==> config.mk <==
export PLATFORM = sky130hd
export DESIGN_NAME = dispatch_scheduler_flat
export DESIGN_NICKNAME = d
export VERILOG_FILES = /design/src/rtl/dispatch_scheduler_if.sv /design/src/rtl/dispatch_scheduler.sv /design/src/flat_wrapper.sv
export SDC_FILE = /design/constraint.sdc
export NUM_CORES = 1
export LEC_CHECK = 0
export ABC_CLOCK_PERIOD_IN_PS = 4800
export BUFFER_PORTS_ARGS = -buffer_cell sky130_fd_sc_hd__buf_2
export CAP_MARGIN = 20
export CORE_AREA = 2 2 191 231
export CTS_CLUSTER_DIAMETER = 80
export CTS_CLUSTER_SIZE = 12
export DETAILED_ROUTE_END_ITERATION = 16
export DIE_AREA = 0 0 193 233
export PLACE_DENSITY = 0.68
export SLEW_MARGIN = 20
export SYNTH_ARGS = -nofsm -noshare
export SYNTH_HDL_FRONTEND = slang
export SYNTH_SLANG_ARGS = --single-unit
==> constraint.sdc <==
create_clock -name clk -period 4.8 [get_ports clk]
set_input_delay 1.44 -clock clk [delete_from_list [all_inputs] [get_ports clk]]
set_output_delay 1.44 -clock clk [all_outputs]
set_load 0.01 [all_outputs]
==> src/rtl/dispatch_scheduler_if.sv <==
// dispatch_scheduler_if: decoded-instruction type plus the ID/RS/ROB-facing bundle of the dispatch queue.
package dispatch_pkg;
    localparam int UW = 3;
    typedef struct packed {
        logic          is_valid;
        logic [UW-1:0] unit_id;
        logic [7:0]    op;
        logic [31:0]   pc;
    } decode_result_t;
endpackage

interface dispatch_scheduler_if import dispatch_pkg::*; #(
    parameter int DEPTH = 8,
    parameter int NUM_UNITS = 4
);
    logic                       flush;
    decode_result_t [1:0]       in_decoded;
    logic                       in_ready;
    logic [NUM_UNITS-1:0]       rs_rdy;
    logic [1:0]                 rob_free;
    logic [1:0]                 disp_valid;
    decode_result_t [1:0]       disp_instr;
    logic [$clog2(DEPTH):0]     count;

    modport master (
        output flush, in_decoded, rs_rdy, rob_free,
        input  in_ready, disp_valid, disp_instr, count
    );
    modport slave (
        input  flush, in_decoded, rs_rdy, rob_free,
        output in_ready, disp_valid, disp_instr, count
    );
endinterface

==> src/rtl/dispatch_scheduler.sv <==
// dispatch_scheduler: in-order circular queue taking up to two decoded instructions per cycle
// and dispatching up to two per cycle to the reservation stations, gated by RS space and ROB slots.
module dispatch_scheduler import dispatch_pkg::*; #(
    parameter int DEPTH = 8,
    parameter int NUM_UNITS = 4
) (
    input logic clk,
    input logic reset,
    dispatch_scheduler_if.slave bus
);
    localparam int AW = $clog2(DEPTH);
    localparam int CW = AW + 1;
    localparam int UXW = 1 << UW;

    decode_result_t mem [DEPTH];
    logic [AW-1:0] head, tail;
    logic [CW-1:0] count;
    logic [UXW-1:0] rdy;
    decode_result_t e0, e1, o0, o1;
    logic has0, has1, d0, d1, v0, v1, in_ready;
    logic [1:0] enq_n, disp_n;

    // Zero-extended so unit indices beyond NUM_UNITS read as never ready.
    assign rdy = UXW'(bus.rs_rdy);
    assign has0 = count != '0;
    assign has1 = count >= CW'(2);
    assign e0 = has0 ? mem[head] : '0;
    assign e1 = has1 ? mem[head + AW'(1)] : '0;
    assign d0 = has0 && rdy[e0.unit_id] && (bus.rob_free != 2'd0) && !bus.flush;
    assign d1 = d0 && has1 && rdy[e1.unit_id] && bus.rob_free[1] && (e1.unit_id != e0.unit_id);
    assign in_ready = (count <= CW'(DEPTH - 2)) && !bus.flush;
    assign v0 = bus.in_decoded[0].is_valid;
    assign v1 = bus.in_decoded[1].is_valid;
    assign enq_n = in_ready ? {1'b0, v0} + {1'b0, v1} : 2'd0;
    assign disp_n = {1'b0, d0} + {1'b0, d1};

    always_comb begin
        o0 = e0;
        o0.is_valid = d0;
        o1 = e1;
        o1.is_valid = d1;
    end

    assign bus.in_ready = in_ready;
    assign bus.disp_valid = {d1, d0};
    assign bus.disp_instr = {o1, o0};
    assign bus.count = count;

    always_ff @(posedge clk or posedge reset) begin
        if (reset) begin
            head <= '0;
            tail <= '0;
            count <= '0;
        end else if (bus.flush) begin
            head <= '0;
            tail <= '0;
            count <= '0;
        end else begin
            head <= head + AW'(disp_n);
            tail <= tail + AW'(enq_n);
            count <= count + CW'(enq_n) - CW'(disp_n);
        end
    end

    // Valid slots are packed in order so a lone slot-1 instruction lands at tail.
    always_ff @(posedge clk) begin
        if (in_ready) begin
            if (v0) mem[tail] <= bus.in_decoded[0];
            if (v1) mem[v0 ? tail + AW'(1) : tail] <= bus.in_decoded[1];
        end
    end

    a_unit_range: assert property (@(posedge clk) disable iff (reset)
        has0 |-> int'(e0.unit_id) < NUM_UNITS);
endmodule

==> src/flat_wrapper.sv <==
// flat-port wrapper written by rule: the top's interface ports become plain ports
module dispatch_scheduler_flat import dispatch_pkg::*;
#(
    parameter int DEPTH = 8,
    parameter int NUM_UNITS = 4
)
  (clk, reset, bus_flush, bus_in_decoded, bus_rs_rdy, bus_rob_free, bus_in_ready, bus_disp_valid, bus_disp_instr, bus_count);
  dispatch_scheduler_if #(.DEPTH(DEPTH), .NUM_UNITS(NUM_UNITS)) bus_i ();
  input logic clk;
  input logic reset;
  input wire logic [$bits(bus_i.flush)-1:0] bus_flush;
  input wire logic [$bits(bus_i.in_decoded)-1:0] bus_in_decoded;
  input wire logic [$bits(bus_i.rs_rdy)-1:0] bus_rs_rdy;
  input wire logic [$bits(bus_i.rob_free)-1:0] bus_rob_free;
  output wire logic [$bits(bus_i.in_ready)-1:0] bus_in_ready;
  output wire logic [$bits(bus_i.disp_valid)-1:0] bus_disp_valid;
  output wire logic [$bits(bus_i.disp_instr)-1:0] bus_disp_instr;
  output wire logic [$bits(bus_i.count)-1:0] bus_count;
  assign bus_i.flush = bus_flush;
  assign bus_i.in_decoded = bus_in_decoded;
  assign bus_i.rs_rdy = bus_rs_rdy;
  assign bus_i.rob_free = bus_rob_free;
  assign bus_in_ready = bus_i.in_ready;
  assign bus_disp_valid = bus_i.disp_valid;
  assign bus_disp_instr = bus_i.disp_instr;
  assign bus_count = bus_i.count;
  dispatch_scheduler #(.DEPTH(DEPTH), .NUM_UNITS(NUM_UNITS)) u_core (.clk(clk), .reset(reset), .bus(bus_i));
endmodule
==> results of run 1 <==
-- power by group through the flow --
stage / clock, mW / sequential (mW) / combinational [mW]
5_1_grt: 2.68 / 3.71 / 3.49
2_1_floorplan: 0 / 3.73 / 2.01
3_5_place_dp: 0 / 3.76 / 3.24
3_3_place_gp: 0 / 3.75 / 3.21
6_report: 2.53 / 3.69 / 3.23
4_1_cts: 2.57 / 3.69 / 3.25
-- registers in the layout, indices dropped and copies added (netlist names) --
| name | count |
|---|---|
| u_core.head | 3 |
| u_core.mem | 344 |
| u_core.bus.count | 4 |
| u_core.tail | 3 |
-- worst paths after layout --
check | end | slack, ps | cells past startpoint
max | bus_disp_instr[87] | 180 | 7
min | u_core.tail[0] | 790 | 2
max reg2reg | u_core.bus.count[3] | 710 | 14
min reg2reg | u_core.tail[0] | 790 | 2
max in group asynchronous | u_core.head[1] | 3590 | 2
min in group asynchronous | u_core.bus.count[0] | 880 | 2
-- repair_timing --
item	4_1_cts	5_1_grt
gates resized for setup	0	2
hold buffers	0	0
setup buffers	0	1
endpoints found under the setup margin	0	2
-- metrics by stage --
stage / instances / hold WS [ps] / setup slack (ps)
detailed placement: 2005 / 775 / 433
finish: 2059 / 785 / 176
CTS: 2056 / 791 / 112
floorplan: 1311 / 665 / -197
global placement: 2005 / 775 / 494
global route: 2057 / 844 / 8.83
-- final cells by class --
cell class / count / area (um2)
Tap cell: 552 / 691
Clock buffer: 50 / 975
Fill cell: 3437 / 18700
Antenna cell: 2 / 5.00
Clock inverter: 1 / 8.76
Inverter: 16 / 60.1
Multi-Input combinational cell: 842 / 9990
Sequential cell: 354 / 10600
Timing Repair Buffer: 242 / 1530
-- cells in the final DEF (no fill, tap or decap), types with 4 or more instances in the layout --
master                      instances
sky130_fd_sc_hd__nor2_1            53
sky130_fd_sc_hd__nand2_1           85
sky130_fd_sc_hd__buf_12            14
sky130_fd_sc_hd__a21oi_1           44
sky130_fd_sc_hd__xnor2_1            5
sky130_fd_sc_hd__mux2_1           344
sky130_fd_sc_hd__nor2_8             4
sky130_fd_sc_hd__mux4_2           166
sky130_fd_sc_hd__nand3_1            5
sky130_fd_sc_hd__edfxtp_1         344
sky130_fd_sc_hd__inv_1             13
sky130_fd_sc_hd__fa_1               4
sky130_fd_sc_hd__mux2i_1           54
sky130_fd_sc_hd__clkbuf_16         37
sky130_fd_sc_hd__dfrtp_1            7
sky130_fd_sc_hd__clkbuf_1          13
sky130_fd_sc_hd__ha_1              11
sky130_fd_sc_hd__nor2b_1            8
sky130_fd_sc_hd__o22ai_4            8
sky130_fd_sc_hd__nor2_4             5
sky130_fd_sc_hd__buf_4             34
sky130_fd_sc_hd__buf_2            191
-- cell families after synthesis --
| family | Yosys count | synth area share (%) |
|---|---|---|
| adder cells (fa/ha/maj) | 16 | 1.09 |
| buffers and inverters | 115 | 3.47 |
| AO/OA/AOI/OAI | 72 | 2.17 |
| XOR/XNOR | 9 | 0.408 |
| multiplexers | 564 | 38.6 |
| AND/OR/NAND/NOR | 181 | 4.27 |
| flip-flops | 354 | 50.0 |
-- Yosys cell counts, drive strengths merged, types with 2 or more instances --
master   instances
edfxtp         344
mux2           344
mux4           166
nand2           85
buf             75
nor2            63
mux2i           54
a21oi           46
clkbuf          24
inv             16
ha              12
dfrtp           10
nor2b            9
o22ai            8
nand3            6
xnor2            6
fa               4
a2111oi          3
and2             3
nand3b           3
xor2             3
a21o             2
a31oi            2
nand2b           2
nor3             2
o21a             2
o21ai            2
-- worst max-delay path: cells and delay by family (launching register included) --
family	cells	cell delay, ps
mux	2	820
simple gates	2	790
flops	1	520
compound gates	2	330
buf+inv	1	200
-- layer usage --
metal,track usage [%],wire [um]
met5,0,134
met4,6.58,1140
met3,5.79,4860
met2,43.6,28500
met1,36.3,23900
==> impl.org, run 1 <==
** Setup path
- Startpoint of the worst setup timing path :: u_core.head[1]
- Walking the worst path, the cells encountered are mux4_2 > mux2i_1 > or4b_1 > a21o_1 > a21oi_2 > nor4b_2 > buf_2.
- Data arrives at the worst endpoint at 3180 ps.
- By startpoint and endpoint, the worst setup path is classified as flop to output port.
- Worst-path maximum fanout :: 8
- The worst register-to-register path begins at u_core.head[1].
- Type of origin of the critical path :: flop
- CP max-delay cell :: sky130_fd_sc_hd__mux4_2
- Setup crit end kind :: output port
- At the worst endpoint, the required time is 3360 ps.
- For this run, the slowest stage of the critical path takes 530 ps.

** STA
- Setup violations remaining at the end of the flow were counted as 0.
- The final max-slew violation count was 0.
- The hold violation count in the final report was 0.
- Setup repair after global routing missed its margin :: false
- Subtracting the final worst setup slack from the clock period gives 4620 ps.
- In the finished design, the share of the clock period the worst path needs comes to 96.3%.
- Clock skew on the completed layout was measured at 13.7 ps.
- Headroom to the max-slew limit :: 32.7%
- Sum of negative setup slack :: 0 ps
- At the pin with the least slew margin, the transition time is 1010 ps.
- Based on the critical path, the design can be clocked at up to 216 MHz.

** Synthesis
- Count of different cell masters after synthesis :: 54
- Share of Yosys cell area claimed by the top area cell type :: 48.8%
- Average cell area after synthesis :: 16.1 um2
- Async S/R FF share, synth :: 2.82%
- Post-synth EDFFs :: 344
- In this run, synthesis produced a sequential element count of 354.
- Sequential element share of the synthesized area :: 50.0%
- When the netlist entered floorplanning its net count stood at 1424.
- The biggest area contributor in the post-synthesis netlist is sky130_fd_sc_hd__edfxtp_1.
- Synthesis produced 1311 cells.
- Synth warn :: 0
- Leading register cell type out of synthesis :: sky130_fd_sc_hd__edfxtp_1
- Sorting the synthesized cells by area gives the leading types as sky130_fd_sc_hd__edfxtp_1, sky130_fd_sc_hd__mux2_1, sky130_fd_sc_hd__mux4_2, sky130_fd_sc_hd__mux2i_1, sky130_fd_sc_hd__buf_6.
- After synthesis the cells add up to 21100 um2.

** Die
- The floorplan step set the die width to 193 um.
- Vertical die dimension :: 233 um
- Area enclosed by the die boundary :: 45000 um2
- The floorplan step defined a core boundary enclosing 42600 um2.
- Once the floorplan was initialized, standard cells occupied 49.7% of the core.
- Pin placement for this block handled 192 I/O pins.
- The initialized floorplan defines 83 standard-cell rows.

** Placed design
- Quantity of I/O buffers inserted on ports :: 191
- Summing all placed instances gives a cell area of 22800 um2.
- Once detailed placement completed, the half-perimeter wirelength came to 34900 um.
- The congestion estimate from routability-driven global placement came to 0.820.

** Clock network
- After clock tree synthesis, the clock-pin slew on the worst setup and hold paths is 60 ps.
- Root Buffer :: sky130_fd_sc_hd__clkbuf_16
- Clk Latency, worst-skew pair :: 530 ps
- The clock drives 354 sinks.
- CTS tree :: yes
- No sink is reached through more buffers than the 3 on the longest clock path.
- Total CTS buffers :: 35
- The H-tree was split into 2 levels.

** Global route
- The first global-routing pass estimated 87100 um of wire.
- Entering global routing, the biggest net connects 142 pins.
- Initial antenna violation count :: 14
- Global routing consumed, over all layers together, 26.6% of the routing resources.
- Global-route congestion overflow total :: 0
- Number of global-route vias before repair :: 13697

** Power
- VDD sags by at most 0.556 mV.
- The analysis attributes to net switching a power of 3.12 mW.
- In this run switching power makes up 33.0% of total power.
- Int Pwr :: 6.33 mW
- Per report_power, the clock group accounts for 26.8% of the total.
- Fraction of power consumed by sequential logic :: 39.1%
- Total design power :: 9.45 mW
- Combinational power share :: 34.2%
- Power spread over the standard cell area amounts to 396 nW/um2.
- Leakage power total :: 7.98 nW

** Routing
- Residual DRC count :: 0
- DRT antenna net count :: 0
- After detailed routing, the average wire length per cell comes to 28.4 um.
- 1st-pass router iterations :: 7
- Detailed Route WL :: 58500 um
- Drt via density :: 6.38
- Total via count after detailed routing :: 13131
- In this run, the number of DRC markers left after iteration 0 of detailed routing was 1200.

** Final layout
- The post-route netlist has 32.2% of its cells at a drive strength greater than 1.
- Final standard cell area without fillers :: 23800 um2
- Cells fill 56.0% of the core in the end.
- For this run, the post-layout net count is 1604.
- Area growth from synthesis to layout :: 12.8%

** Min path
- The worst hold path belongs to the class flop to flop.
- Hold path start :: u_core.tail[0]

** Job
- Max-cap violations in this run came to 0.

** Status
- The run finished with clean final reports.
Power figures use the tool's default switching activity.
==> run 2, diff against run 1 <==
--- a/config.mk
+++ b/config.mk
@@ -7,13 +7,11 @@
 export LEC_CHECK = 0
 export ABC_CLOCK_PERIOD_IN_PS = 4800
 export BUFFER_PORTS_ARGS = -buffer_cell sky130_fd_sc_hd__buf_2
-export CAP_MARGIN = 20
 export CORE_AREA = 2 2 191 231
-export CTS_CLUSTER_DIAMETER = 80
 export CTS_CLUSTER_SIZE = 12
 export DETAILED_ROUTE_END_ITERATION = 16
 export DIE_AREA = 0 0 193 233
-export PLACE_DENSITY = 0.68
+export PLACE_DENSITY = 0.77
 export SLEW_MARGIN = 20
 export SYNTH_ARGS = -nofsm -noshare
 export SYNTH_HDL_FRONTEND = slang
==> impl.org, run 2 (synthesis gave the netlist of run 1 again) <==
** Die
- Vertical die dimension :: 233 um (unchanged)
- Number of placed I/O pins :: 192 (unchanged)
- Die width :: 193 um (unchanged)
- Area enclosed by the die boundary :: 45000 um2 (unchanged)
- The core footprint is 42600 um2 (unchanged).
- Initial core utilization :: 49.7% (unchanged)
- The row count was 83 (unchanged).

** Global route
- The largest net degree at the start of global routing was 65 (was 142).
- Number of global-route vias before repair :: 13842 (was 13697)
- Global router's overall resource usage :: 26.3% (was 26.6%)
- The number of antenna violations at the first check in global routing came to 17 (was 14).
- The overall overflow remaining after global route came to 0 (unchanged).
- The global-route wire length before repair came to 86700 um (was 87100 um).

** STA
- The number of setup violations in the final report is 0 (unchanged).
- Headroom to the max-slew limit :: 30.1% (was 32.7%)
- Shortest period the worst path allows :: 4550 ps (was 4620 ps)
- Number of pins with negative max-slew slack in the final report :: 0 (unchanged)
- The maximum clock skew at final layout was 22.5 ps (was 13.7 ps).
- The hold violation count in the final report was 0 (unchanged).
- Max Clk Rate :: 220 MHz (was 216 MHz)
- Setup repair after global routing missed its margin :: false (unchanged)
- The transition at the pin with the smallest max-transition slack was 1050 ps (was 1010 ps).
- The portion of the clock cycle consumed by the worst path in the final layout came to 94.9% (was 96.3%).

** Clock network
- The count of hold buffers inserted by post-cts repair is 0 (unchanged).
- Clk Latency, worst-skew pair :: 550 ps (was 530 ps)
- The buffer cell driving the clock tree root is sky130_fd_sc_hd__clkbuf_16 (unchanged).
- Total CTS buffers :: 38 (was 35)
- CTS Buffer Depth :: 3 (unchanged)
- CTS Sinks :: 354 (unchanged)
- The CTS tree was yes (unchanged).
- The clock input transition at the sequential cells of the worst setup and hold paths is 60 ps (about the same).
- Number of H-tree levels :: 2 (unchanged)

** Placed design
- Detailed-placement wirelength estimate :: 34500 um (was 34900 um)
- The total of buffers placed on input and output ports is 191 (unchanged).
- The placer congestion estimate was 0.842 (was 0.820).
- Cell area reported after detailed placement :: 22800 um2 (about the same)

** Power
- Total net switching power :: 3.21 mW (was 3.12 mW)
- The switching portion of total power was 33.3% (was 33.0%).
- The power share of the combinational group came to 33.6% (was 34.2%).
- The worst-case vdd ir drop came to 0.489 mV (was 0.556 mV).
- The sequential fraction of design power came to 38.4% (was 39.1%).
- The power density normalized to cell area came to 402 nW/um2 (was 396 nW/um2).
- Leakage power total :: 7.98 nW (about the same)
- Share of power burned in the clock network :: 28.0% (was 26.8%)
- Total design power :: 9.62 mW (was 9.45 mW)
- Int Pwr :: 6.42 mW (was 6.33 mW)

** Final layout
- Layout cell share with drive strength beyond 1 :: 31.9% (was 32.2%)
- The final cell area excluding filler cells is 23900 um2 (was 23800 um2).
- Top Registers :: u_core.mem (344), u_core.bus.count (4) (unchanged)
- Commonest cells after routing, fill and taps aside: sky130_fd_sc_hd__mux2_1, sky130_fd_sc_hd__edfxtp_1, sky130_fd_sc_hd__buf_2 (unchanged).
- Area growth from synthesis to layout :: 13.2% (was 12.8%)
- Flip-flop count of the largest register after layout :: 344 (unchanged)
- The final-stage net count is 1595 (was 1604).
- The register name with the most flops is u_core.mem (unchanged).

** Routing
- The count of vias placed by the detailed router came to 13388 (was 13131).
- DRT antenna net count :: 0 (unchanged)
- The detail-routed via count per cell was 6.49 (was 6.38).
- DRT iter0 DRCs :: 1321 (was 1200)
- The total DRC errors in the routed layout is 0 (unchanged).
- The total wirelength of the detailed-routed design came to 58600 um (was 58500 um).
- The detailed-router iteration count before antenna repair was 5 (was 7).
- Drt wl/cell :: 28.4 um (about the same)

** Setup path
- The maximum fanout encountered on the critical timing path was 59 (was 8).
- Sequence of cells on the critical path: buf_4 > mux4_2 > mux2i_1 > nor2_1 > buf_2 (was mux4_2 > mux2i_1 > or4b_1 > a21o_1 > a21oi_2 > nor4b_2 > buf_2).
- The number of buffer and inverter instances along the worst setup path came to 2 (was 1).
- The category of the worst setup path capture point is an output port (unchanged).
- Startpoint-to-endpoint class of the critical path :: flop to output port (unchanged)
- CP max-delay cell :: sky130_fd_sc_hd__buf_4 (was sky130_fd_sc_hd__mux4_2)
- The element type at the critical path start was a flop (unchanged).
- The peak per-stage delay on the critical path is 790 ps (was 530 ps).
- Category of cells accounting for the largest share of critical-path delay :: buffers and inverters (was multiplexers)
- Worst Path Arrival :: 3110 ps (was 3180 ps)
- The endpoint required time on the critical path is 3360 ps (about the same).

** Min path
- The classification of the worst-slack hold path was flop to flop (unchanged).

** Status
- Run status :: completed (unchanged)

** Job
- Max Cap Viol :: 0 (unchanged)
run 2: cell types whose count changed in the layout (fill, tap and decap cells not counted):
cell                         delta
sky130_fd_sc_hd__clkinv_8       +1
sky130_fd_sc_hd__inv_8          +1
sky130_fd_sc_hd__diode_2        +7
sky130_fd_sc_hd__clkbuf_1       -5
sky130_fd_sc_hd__clkinv_2       +1
sky130_fd_sc_hd__buf_12         +5
sky130_fd_sc_hd__clkinv_1       +6
sky130_fd_sc_hd__clkbuf_16      +1
sky130_fd_sc_hd__clkinvlp_4     +1
sky130_fd_sc_hd__clkinv_4       -1
sky130_fd_sc_hd__inv_6          +2
sky130_fd_sc_hd__bufinv_16      +1
sky130_fd_sc_hd__buf_4         -17
run 2: area by class of cell:
type | instances | area [um2]
sequential | 354 | 10600
timing repair buffer | 230 | 1500
fill | 3340 | 18600
clock inverter | 13 | 110
clock buffer | 46 | 981
tap | 552 | 691
inverter | 16 | 60.1
multi-input combinational | 842 | 9990
antenna | 9 | 22.5
run 2: timing repair:
| action | CTS | global route |
|---|---|---|
| gates resized for setup | 0 | 2 |
| setup buffers | 0 | 1 |
| setup endpoints to repair | 0 | 11 |
| endpoints found under the hold margin | 0 | 0 |
run 2: worst paths after layout:
| kind | slack [ps] | startpoint | depth (start not counted) | to |
|---|---|---|---|---|
| max | 250 | u_core.head[0] | 5 | bus_disp_instr[4] |
| min | 770 | u_core.tail[0] | 2 | u_core.tail[0] |
| max reg2reg | 720 | u_core.head[0] | 15 | u_core.bus.count[3] |
| min reg2reg | 770 | u_core.tail[0] | 2 | u_core.tail[0] |
| max in group asynchronous | 3600 | reset | 2 | u_core.head[2] |
| min in group asynchronous | 880 | reset | 2 | u_core.tail[0] |
run 2: routing by layer:
layer / track usage, % / vias to the layer above / routed length (um)
met4: 9.07 / 26 / 1790
met2: 42.9 / 651 / 28600
met1: 34.9 / 6932 / 23000
met3: 5.63 / 150 / 5090
met5: 0 / - / 161
li1: - / 5629 / -
run 2: stage by stage:
step | setup WS [ps] | hold WS (ps) | utilization, % | setup TNS, ps | std cells
final | 245 | 773 | 56.2 | 0 | 2062
after global routing | 51.3 | 837 | 56.2 | 0 | 2056
after CTS | 22.4 | 785 | 56.1 | 0 | 2052
after detailed placement | 279 | 767 | 53.6 | 0 | 1993
after global placement | 382 | 754 | 53.6 | 0 | 1993
after floorplan | -197 | 665 | - | -16250 | 1311
run 2: power by group through the flow:
stage	Sequential, mW	Clock, mW	Combinational (mW)
6_report	3.70	2.69	3.24
2_1_floorplan	3.73	0	2.01
5_1_grt	3.71	2.84	3.47
3_5_place_dp	3.76	0	3.22
4_1_cts	3.69	2.73	3.24
3_3_place_gp	3.74	0	3.18
run 2: worst register-to-register path: stages, from the launching register on:
cell and delay [ps]:
sky130_fd_sc_hd__dfrtp_4 600, sky130_fd_sc_hd__ha_4 510, sky130_fd_sc_hd__nor2b_1 80, sky130_fd_sc_hd__a2111oi_0 330, sky130_fd_sc_hd__a31oi_1 140, sky130_fd_sc_hd__a31o_2 270
sky130_fd_sc_hd__a211oi_1 320, sky130_fd_sc_hd__nor4b_2 110, sky130_fd_sc_hd__ha_1 240, sky130_fd_sc_hd__fa_1 490, sky130_fd_sc_hd__inv_1 60, sky130_fd_sc_hd__ha_1 260
sky130_fd_sc_hd__a21o_1 160, sky130_fd_sc_hd__a21oi_1 190, sky130_fd_sc_hd__xnor2_1 150, sky130_fd_sc_hd__nor2_1 60
==> run 3, diff against run 2 <==
--- a/config.mk
+++ b/config.mk
@@ -5,13 +5,15 @@
 export SDC_FILE = /design/constraint.sdc
 export NUM_CORES = 1
 export LEC_CHECK = 0
+export ABC_AREA = 1
 export ABC_CLOCK_PERIOD_IN_PS = 4800
 export BUFFER_PORTS_ARGS = -buffer_cell sky130_fd_sc_hd__buf_2
-export CORE_AREA = 2 2 191 231
+export CORE_AREA = 2 2 202 244
 export CTS_CLUSTER_SIZE = 12
 export DETAILED_ROUTE_END_ITERATION = 16
-export DIE_AREA = 0 0 193 233
-export PLACE_DENSITY = 0.77
+export DIE_AREA = 0 0 204 246
+export PLACE_DENSITY = 0.72
+export SKIP_LAST_GASP = 1
 export SLEW_MARGIN = 20
 export SYNTH_ARGS = -nofsm -noshare
 export SYNTH_HDL_FRONTEND = slang
==> impl.org, run 3 <==
** Placed design
- Detailed-placement wirelength estimate :: 40500 um (was 34500 um)
- The placer congestion estimate is 0.846 (was 0.842).
- The placed instance count is 3234 (was 1993).
- The cell area after placement came to 22500 um2 (was 22800 um2).
- The total of buffers placed on input and output ports is 191 (unchanged).

** Final layout
- Total area of multi-input combinational cells :: 8920 um2 (was 9990 um2)
- Commonest cells after routing, fill and taps aside: sky130_fd_sc_hd__o21ai_0, sky130_fd_sc_hd__nand2_1, sky130_fd_sc_hd__edfxtp_1 (was sky130_fd_sc_hd__mux2_1, sky130_fd_sc_hd__edfxtp_1, sky130_fd_sc_hd__buf_2).
- The signed area change from the synthesized netlist to the final layout is 10.9% (was 13.2%).
- Top Registers :: u_core.mem (344), u_core.bus.count (4) (unchanged)
- The final-stage net count is 2757 (was 1595).
- Total area of sequential cells :: 10600 um2 (about the same)
- The fill cell instance count of the final layout came to 4434 (was 3340).
- The utilization after layout was 49.5% (was 56.2%).
- The final cell count without fillers was 3302 (was 2062).
- Flip-flop count of the largest register after layout :: 344 (unchanged)
- The final cell area excluding filler cells was 23600 um2 (was 23900 um2).
- The proportion of layout cells with a drive suffix above 1 was 12.7% (was 31.9%).
- Register with the highest flop count :: u_core.mem (unchanged)
- The library cell used most frequently in the layout, excluding fill and tap cells, is sky130_fd_sc_hd__o21ai_0.

** Synthesis
- Sequential element share of the synthesized area :: 49.6% (was 50.0%)
- The synthesized net count came to 2742 (was 1424).
- Most frequent cell after synthesis :: sky130_fd_sc_hd__o21ai_0
- The portion of synthesized cell area occupied by the leading cell type is 48.5% (was 48.8%).
- Top cells by count, synth :: sky130_fd_sc_hd__o21ai_0, sky130_fd_sc_hd__nand2_1, sky130_fd_sc_hd__edfxtp_1 (was sky130_fd_sc_hd__edfxtp_1, sky130_fd_sc_hd__mux2_1, sky130_fd_sc_hd__mux4_2)
- Cell types occupying the most area after synthesis: sky130_fd_sc_hd__edfxtp_1, sky130_fd_sc_hd__o21ai_0, sky130_fd_sc_hd__nand2_1, sky130_fd_sc_hd__a21oi_1, sky130_fd_sc_hd__nor2_1 (was sky130_fd_sc_hd__edfxtp_1, sky130_fd_sc_hd__mux2_1, sky130_fd_sc_hd__mux4_2, sky130_fd_sc_hd__mux2i_1, sky130_fd_sc_hd__buf_6).
- The summed instance area of the synthesized netlist is 21300 um2 (was 21100 um2).
- The count of warnings emitted by yosys came to 0 (unchanged).
- Number of synthesized register bits :: 354 (unchanged)
- Leading area contributor after synthesis :: sky130_fd_sc_hd__edfxtp_1 (unchanged)
- The most used flip-flop cell after synthesis is sky130_fd_sc_hd__edfxtp_1 (unchanged).
- The share of synthesized flip-flops with an asynchronous set or reset is 2.82% (unchanged).
- The count of unique library cells instantiated by Yosys is 35 (was 54).
- The number of flops mapped to enable cells by yosys is 344 (unchanged).
- The number of instances in the synthesized netlist came to 2629 (was 1311).
- The synthesized area per cell came to 8.11 um2 (was 16.1 um2).

** STA
- Worst Skew :: 16.2 ps (was 22.5 ps)
- Worst slew pin tran :: 1100 ps (was 1050 ps)
- Max Clk Rate :: 217 MHz (was 220 MHz)
- Shortest period the worst path allows :: 4600 ps (was 4550 ps)
- Number of pins with negative max-slew slack in the final report :: 0 (unchanged)
- Final period utilization :: 95.9% (was 94.9%)
- The relative max-transition margin came to 26.3% (was 30.1%).
- Setup repair after global routing missed its margin :: false (unchanged)
- Total of endpoints with negative setup slack in the final report :: 0 (unchanged)
- Final Hold Violating Endpoints :: 0 (unchanged)

** Die
- The count of boundary I/O pins was 192 (unchanged).
- The die outline width is 204 um (was 193 um).
- Core region area :: 47800 um2 (was 42600 um2)
- Initial core utilization :: 44.6% (was 49.7%)
- The die span in y was 246 um (was 233 um).
- Number of core rows :: 88 (was 83)
- Area enclosed by the die boundary :: 50200 um2 (was 45000 um2)

** Min path
- Class of the tightest hold or removal check :: flop to flop (unchanged)
- Number of stages on the worst hold path :: 2 (unchanged)

** Clock network
- The total CTS buffers is 38 (unchanged).
- The buffer cell driving the clock tree root is sky130_fd_sc_hd__clkbuf_16 (unchanged).
- The number of levels the H-tree was split into came to 2 (unchanged).
- The buffer count from post-CTS setup fixing was 0 (unchanged).
- CTS tree :: yes (unchanged)
- CTS Sinks :: 354 (unchanged)
- The largest buffer count on any clock path was 3 (unchanged).
- The clock input transition at the sequential cells of the worst setup and hold paths was 60 ps (about the same).
- The clock latency on the worst-skew pair is 550 ps (about the same).

** Routing
- 1st-pass router iterations :: 6 (was 5)
- Residual DRC count :: 0 (unchanged)
- DRT iter0 DRCs :: 2324 (was 1321)
- DRT antenna net count :: 0 (unchanged)
- Detailed Route WL :: 67900 um (was 58600 um)
- The detail-routed via count per cell is 5.95 (was 6.49).
- Drt wl/cell :: 20.6 um (was 28.4 um)
- Total via count after detailed routing :: 19653 (was 13388)

** Setup path
- The worst-case reg-to-reg path depth was 19 (was 15).
- Worst Path Arrival :: 3160 ps (was 3110 ps)
- Startpoint-to-endpoint class of the critical path :: flop to output port (unchanged)
- The element type at the critical path start is a flop (unchanged).
- Setup crit end kind :: output port (unchanged)
- Required time worst endpoint :: 3360 ps (about the same)
- Reg2Reg Setup Slack :: 840 ps (was 720 ps)
- Worst-path maximum fanout :: 138 (was 59)

** Global route
- Number of global-route vias before repair :: 18829 (was 13842)
- Global-route congestion overflow total :: 0 (unchanged)
- The number of antenna violations at the first check in global routing came to 6 (was 17).
- Global router's overall resource usage :: 26.4% (was 26.3%)
- Maximum number of pins on one net before global-route repair :: 184 (was 65)
- The global-route wire length before repair was 103000 um (was 86700 um).

** Power
- Leakage power total :: 9.53 nW (was 7.98 nW)
- Highest ir drop seen on vdd :: 0.270 mV (was 0.489 mV)
- Total power per unit cell area :: 479 nW/um2 (was 402 nW/um2)

** Job
- Max Cap Viol :: 0 (unchanged)

** Status
- Run status: completed (unchanged).
[run 3: changes by cell type after synthesis, moves of 40 or more]
cell                       previous run  this run
sky130_fd_sc_hd__inv_1               13       192
sky130_fd_sc_hd__a21oi_1             44       225
sky130_fd_sc_hd__buf_2               29       100
sky130_fd_sc_hd__mux2i_1             54         0
sky130_fd_sc_hd__nand2_1             85       451
sky130_fd_sc_hd__mux4_2             166         0
sky130_fd_sc_hd__mux2_1             344         0
sky130_fd_sc_hd__o21ai_0              2       685
sky130_fd_sc_hd__clkbuf_1            24       120
sky130_fd_sc_hd__nor2_1              54       201
sky130_fd_sc_hd__o21ai_1              0        40
[run 3: worst paths after layout]
kind / startpoint / to
hold / removal: u_core.tail[2] / u_core.tail[2]
min in group asynchronous: reset / u_core.tail[2]
max in group asynchronous: reset / u_core.head[1]
hold reg to reg: u_core.tail[2] / u_core.tail[2]
setup / recovery: u_core.head[1] / bus_disp_instr[0]
setup reg to reg: u_core.head[1] / u_core.bus.count[3]
[run 3: repair_timing]
action	4_1_cts	5_1_grt
hold buffers	0	0
endpoints found under the setup margin	0	3
resized for setup	0	5
[run 3: metrics by stage]
stage	hold WS (ps)	power, mW	setup slack [ps]	TNS, ps
after detailed placement	595	8.53	761	0
after CTS	607	11.3	182	0
after global routing	660	11.9	5.12	0
after floorplan	542	6.92	-713	-61300
final	612	11.3	199	0
after global placement	590	8.42	764	0
[run 3: logic make-up after synthesis]
kind of cell,count (synthesis),synth area share (%)
AO/OA/AOI/OAI,1049,26.0
XOR/XNOR,5,0.205
adder cells (fa/ha/maj),16,1.08
buffers and inverters,457,9.19
flip-flops,354,49.6
AND/OR/NAND/NOR,748,13.9
[run 3: area by class of cell]
type / instances / area share (%)
diodes: 3 / 0.0318
multi-input cells: 1818 / 37.7
clock buffers: 52 / 4.38
flip-flops and latches: 354 / 44.8
inverters: 199 / 3.21
repair buffers: 233 / 6.08
clock inverters: 13 / 0.445
well taps: 630 / 3.33
[run 3: report_power, final]
group	total [mW]	switching, mW	internal (mW)
registers	3.70	0.0818	3.62
logic	4.85	3.32	1.53
clock network	2.78	1.21	1.56
total	11.3	4.62	6.71
[run 3: routing by layer]
layer | part of all wire (%) | GRT usage (%) | vias to the layer above
met1 | 39 | 32.9 | 9181
met4 | 4.8 | 14.4 | 8
met5 | 0.069 | 0 | -
li1 | - | - | 9147
met2 | 48 | 43.9 | 1095
met3 | 8.8 | 4.13 | 222
[run 3: critical path, cell delays in order (launching register included)]
cell and delay [ps]:
sky130_fd_sc_hd__dfrtp_4 450, sky130_fd_sc_hd__buf_16 490, sky130_fd_sc_hd__clkinv_1 330, sky130_fd_sc_hd__buf_4 340, sky130_fd_sc_hd__a21oi_1 140, sky130_fd_sc_hd__o21ai_0 80
sky130_fd_sc_hd__o21ai_0 100, sky130_fd_sc_hd__o21ai_0 90, sky130_fd_sc_hd__a31oi_1 390, sky130_fd_sc_hd__buf_2 220
